### src/rtl/comparator_4bit.sv
// comparator_4bit: registered MSB-first magnitude compare, r = {valid, gt, eq, lt}
module comparator_4bit #(
    parameter int WIDTH  = 4,
    parameter bit SIGNED = 1'b0
) (
    input  logic             clk,
    input  logic             rst_n,
    input  logic [WIDTH-1:0] a,
    input  logic [WIDTH-1:0] b,
    output logic [3:0]       r
);
    // Inverting both sign bits maps two's complement order onto unsigned order
    localparam logic [WIDTH-1:0] FLIP = {SIGNED, {(WIDTH-1){1'b0}}};
    logic [WIDTH-1:0] a_m, b_m;
    logic             gt, lt, found;
    logic [3:0]       r_d, r_q;
    always_comb begin
        a_m   = a ^ FLIP;
        b_m   = b ^ FLIP;
        gt    = 1'b0;
        lt    = 1'b0;
        found = 1'b0;
        for (int i = WIDTH - 1; i >= 0; i--) begin
            if (!found && (a_m[i] != b_m[i])) begin
                found = 1'b1;
                gt    = a_m[i];
                lt    = b_m[i];
            end
        end
        r_d = {1'b1, gt, !found, lt};
    end
    always_ff @(posedge clk or negedge rst_n) begin
        if (!rst_n) r_q <= 4'b0000;
        else        r_q <= r_d;
    end
    assign r = r_q;
endmodule

### config.mk
export PLATFORM = sky130hd
export DESIGN_NAME = comparator_4bit
export DESIGN_NICKNAME = d
export VERILOG_FILES = /design/src/rtl/comparator_4bit.sv
export SDC_FILE = /design/constraint.sdc
export NUM_CORES = 1
export LEC_CHECK = 0
export CAP_MARGIN = 0
export CORE_AREA = 8 8 45 47
export CTS_CLUSTER_DIAMETER = 60
export CTS_CLUSTER_SIZE = 16
export DETAILED_ROUTE_END_ITERATION = 10
export DIE_AREA = 0 0 53 55
export SYNTH_ARGS = -nofsm -noshare
export SYNTH_HDL_FRONTEND = slang
export SYNTH_SLANG_ARGS = --single-unit
### constraint.sdc
create_clock -name clk -period 0.8 [get_ports clk]
set_clock_uncertainty 0.1 [all_clocks]
set_input_delay 0.16 -clock clk [delete_from_list [all_inputs] [get_ports clk]]
set_output_delay 0.16 -clock clk [all_outputs]
set_load 0.1 [all_outputs]
## Word level (Yosys, flattened, before mapping)

Index checks and enable logic that the tools add are counted.

- Output and inout bits: 4
- Logic and storage cells: 24
- Register bits after elaboration: 4
- Input port bits: 10

- Reductions and logical operators: 7
- Equal/unequal tests: 4
- Mux-type cells: 12

Operators by type and width:

| cell | count |
|---|---|
| $mux 1 | 12 |
| $logic_not 1->1 | 4 |
| $ne 1x1->1 | 4 |
| $logic_and 1x1->1 | 3 |

## Longest topological paths before layout

- Depth in word-level cells: 12
- Mapped depth: 6
- Depth with buffers taken out: 6

## Worst setup path after synthesis

OpenSTA, ideal clock, no wires.

- Path kind: input-to-reg
- From: input port a[3]
- To: register r_q[2] (netlist: r[2])
- Arrival: 1.347 ns
- Required time: 0.574 ns
- Slack: -0.773 ns
- Path buffers: 0
- Stages on the path: 5
- Library setup time: 0.126 ns
- Path through: inv_1 > ha_1 > mux2_2 > or3_1 > o311a_1

- Cells in the longest elaborated chain, start to end: 11
- Elaborated cells on any way between the ends: 14
- Those cells by class: eq/ne (1); mux (7); reduce/logical (6)

RTL lines:

| item | RTL line | RTL |
|---|---|---|
| start: declaration | 8 | `input logic [WIDTH-1:0] a,` |
| $ne 1x1->1 | 24 | `if (!found && (a_m[i] != b_m[i])) begin` |
| $mux 1 | 24 |  |
| $logic_not 1->1 | 24 |  |
| $logic_and 1x1->1 | 24 |  |
| $mux 1 | 24 |  |
| $logic_not 1->1 | 24 |  |
| $logic_and 1x1->1 | 24 |  |
| $mux 1 | 24 |  |
| $logic_not 1->1 | 24 |  |
| $logic_and 1x1->1 | 24 |  |
| $mux 1 (*) | 24 |  |
| net gt | 15 | `logic gt, lt, found;` |
| end signal: assignment | 34 | `else r_q <= r_d;` |
| end: declaration | 16 | `logic [3:0] r_d, r_q;` |

The timed path passes the listed nets; every way through them passes the cells marked *.

## Final worst setup path

Same ends and word-level chain as after synthesis.

==> metrics.md <==
| Metric | Value |
|---|---|
| Register area share after synthesis | `31.5%` |
| Cts bufs inserted | `3` |
| Yosys warning total | `0` |
| Mux contribution to synthesized area | `3.54%` |
| Worst VDD drop | `414 µV` |
| Internal Power | `0.660 mW` |
| # DRC | `0` |
| Max frequency | `787 MHz` |
| Sw Ratio | `36.8%` |
| Slowest cell on the critical path | `or3_1` |
| Setup slack after layout | `-0.471 ns` |
| Initial antenna violation count | `0` |
| Sink Count | `4` |
| Max Buffers Root-to-Sink | `2` |
| RSZ-0062 raised after global routing | `yes` |
| Final Slew Violations | `0` |
| Global-route wire length before repair | `1590 µm` |
| Area growth syn-to-layout | `120%` |
| Number of synthesized register bits | `4` |
| DIE WIDTH | `53 µm` |
| Pwr Total | `1.04 mW` |
| Number of port buffers | `13` |
| Combinational Power Share | `52.0%` |
| Max Cap Viol | `0` |
| Power density cells | `1490 mW/mm²` |
| CP Buf/Inv Count | `2` |
| Cell area after synthesis | `318 µm²` |
| Compound-cell area share of the yosys netlist | `13.0%` |
| Die Area | `0.00292 mm²` |
| Crit-path cells | `buf_8, inv_8, ha_4, mux2_4, or3_1, o311a_1` |
| Routed len/inst | `11.6 µm` |
| Synthesized-area fraction occupied by adder cells | `7.87%` |
| Sequential Power Share | `24.5%` |
| Num ports | `14` |
| Biggest cell delay along the critical path | `0.31 ns` |
| Iter 0 DRT Violations | `6` |
| Delay-heaviest family, CP | `simple AND/OR/NAND/NOR gates` |
| Final period demand of the worst path | `1.27 ns` |
| Layout cell share with drive strength beyond 1 | `61.9%` |
| CP Launch Type | `input pin` |
| CP Data Arrival Time | `1.28 ns` |
| Total gr overflow | `0` |
| Sw power | `0.384 mW` |
| Netlist cell types | `20` |
| CTS tree | `built` |
| Final hold viol count | `0` |
| Failing checks | `negative setup slack` |
| Antenna-violating nets left | `0` |
| Cells after synthesis | `36` |
| Max reg flops | `4` |
| Nets | `77` |
| Critical path depth | `6` |
| Xor/xnor cell area share of the yosys netlist | `8.27%` |
| Clock Tree Root | `clkbuf_4` |
| GRT Util Overall | `7.46%` |
| First-pass DRT Iterations | `4` |
| Routability cong. | `0.669` |
| Core area | `0.00138 mm²` |
| Wirelength, routed | `914 µm` |
| Post-Syn Nets | `48` |
| Crit end category | `register` |
| LEAKAGE | `0.306 nW` |
| ANT cells | `0` |
| Drt via density | `4.54` |
| Ratio of final minimum period to clock period | `159%` |
| Die height | `55 µm` |
| Fin cells | `79` |
| Setup violations, final | `7` |
| Worst-path fanout max | `6` |
| Placed insts | `75` |
| Clock slew at reported path FFs | `0.04 ns` |
| Clk pwr share | `23.5%` |
| H-tree levels | `1` |
| Required time of the critical path | `0.81 ns` |
| Setup CP Type | `input pin to register` |
| CP endpoint | `r[2]` |
| HP Class | `input pin to asynchronous set/reset pin` |
| Rows | `14` |
| Largest net degree at the start of global routing | `7` |
| Simple logic cell fraction of the synthesized area | `29.9%` |
| Vias in the first global route | `396` |
| Starting Density | `23.0%` |
| Crit path launch | `a[3]` |
| Largest family of logic cells by synthesized area | `simple AND/OR/NAND/NOR gates` |
| Status | `finished, violations left` |
| Mean area per synthesized cell | `8.83 µm²` |
| Routed via count | `359` |
| Final HPWL DP | `801 µm` |
| Fillers | `130` |
[logic make-up after synthesis]
| group | after synthesis |
|---|---|
| AOI/OAI and AO/OA | 5 |
| and+or+nand+nor | 16 |
| adders and majority gates | 2 |
| other | 1 |
| muxes | 1 |
| DFF | 4 |
| buffers and inverters | 4 |
| xor gates and xnor gates | 3 |
[layer usage]
| metal | global-route usage, % | part of all wire [%] | up-vias |
|---|---|---|---|
| met5 | 0 | 0 | - |
| met4 | 6.47 | 0 | 0 |
| met3 | 2.14 | 9.2 | 0 |
| met2 | 12.5 | 51 | 13 |
| met1 | 7.54 | 40 | 166 |
| li1 | - | - | 180 |
[placed cells by master (no fill, tap or decap), types with 2 or more instances in the layout]
| cell type | count |
|---|---|
| nand2b_1 | 2 |
| nor2b_1 | 2 |
| nand2_1 | 4 |
| xor2_2 | 2 |
| dfrtp_4 | 4 |
| buf_12 | 4 |
| buf_4 | 8 |
| nand3b_1 | 2 |
| clkbuf_4 | 3 |
| inv_1 | 3 |
| buf_2 | 4 |
| buf_6 | 4 |
| nor3_2 | 3 |
[how the worst min path moves through the flow]
| stage | startpoint | end | slack, ns | cells past startpoint |
|---|---|---|---|---|
| 4_1_cts | rst_n | r[0] | 0.03 | 1 |
| 6_report | rst_n | r[1] | 0.03 | 1 |
| 3_5_place_dp | rst_n | r[1] | 0.28 | 1 |
| 5_1_grt | rst_n | r[0] | 0.06 | 1 |
| 3_3_place_gp | rst_n | r[0] | 0.28 | 1 |
| 2_1_floorplan | rst_n | r[0] | -0.24 | 0 |
[repair_timing]
item	CTS	global route
setup endpoints to repair	7	7
hold endpoints to repair	0	0
cloned	0	0
pin swaps	9	1
gates resized for setup	38	1
setup buffers	1	0
hold buffers	0	0
[power groups by stage]
stage / combinational (mW) / sequential [mW] / clock, mW
after global placement: 0.512 / 0.258 / 0
final: 0.543 / 0.255 / 0.246
after global routing: 0.571 / 0.258 / 0.260
after detailed placement: 0.519 / 0.259 / 0
after CTS: 0.544 / 0.256 / 0.262
after floorplan: 0.128 / 0.407 / 0
[metrics by stage]
| stage | setup slack [ns] | instance area [µm²] | util [%] | hold WS (ns) | setup TNS (ns) |
|---|---|---|---|---|---|
| after floorplan | -0.574 | 379 | - | -0.236 | -1.14 |
| after global placement | -1.22 | 644 | 46.6 | 0.280 | -3.45 |
| after detailed placement | -1.25 | 644 | 46.6 | 0.279 | -3.52 |
| after CTS | -0.468 | 694 | 50.2 | 0.0288 | -2.37 |
| after global routing | -0.505 | 699 | 50.5 | 0.0556 | -2.45 |
| final | -0.471 | 699 | 50.5 | 0.0331 | -2.27 |
[synthesized netlist by cell type]
library cell  count  share of area (%)
dfrtp_1           4                 31
inv_1             4                4.7
nand2_1           4                4.7
nor3_1            3                4.7
ha_1              2                7.9
nand2b_1          2                3.9
nand3b_1          2                4.7
nor2b_1           2                3.9
xor2_1            2                5.5
a211oi_1          1                2.4
a31o_2            1                2.8
a31oi_1           1                2.0
a32oi_1           1                2.8
conb_1            1                1.2
mux2_2            1                3.5
nor4b_1           1                2.8
nor4bb_1          1                3.1
o311a_1           1                3.1
or3_1             1                2.0
xnor2_1           1                2.8
[layout make-up]
| type | instances | area (µm²) | area share (%) |
|---|---|---|---|
| Multi-Input combinational cell | 28 | 270 | 38.6 |
| Timing Repair Buffer | 24 | 249 | 35.6 |
| Sequential cell | 4 | 115 | 16.5 |
| Clock buffer | 3 | 22.5 | 3.22 |
| Inverter | 4 | 22.5 | 3.22 |
| Tap cell | 16 | 20.0 | 2.86 |
No activity file was read; power rests on OpenSTA's default activity.
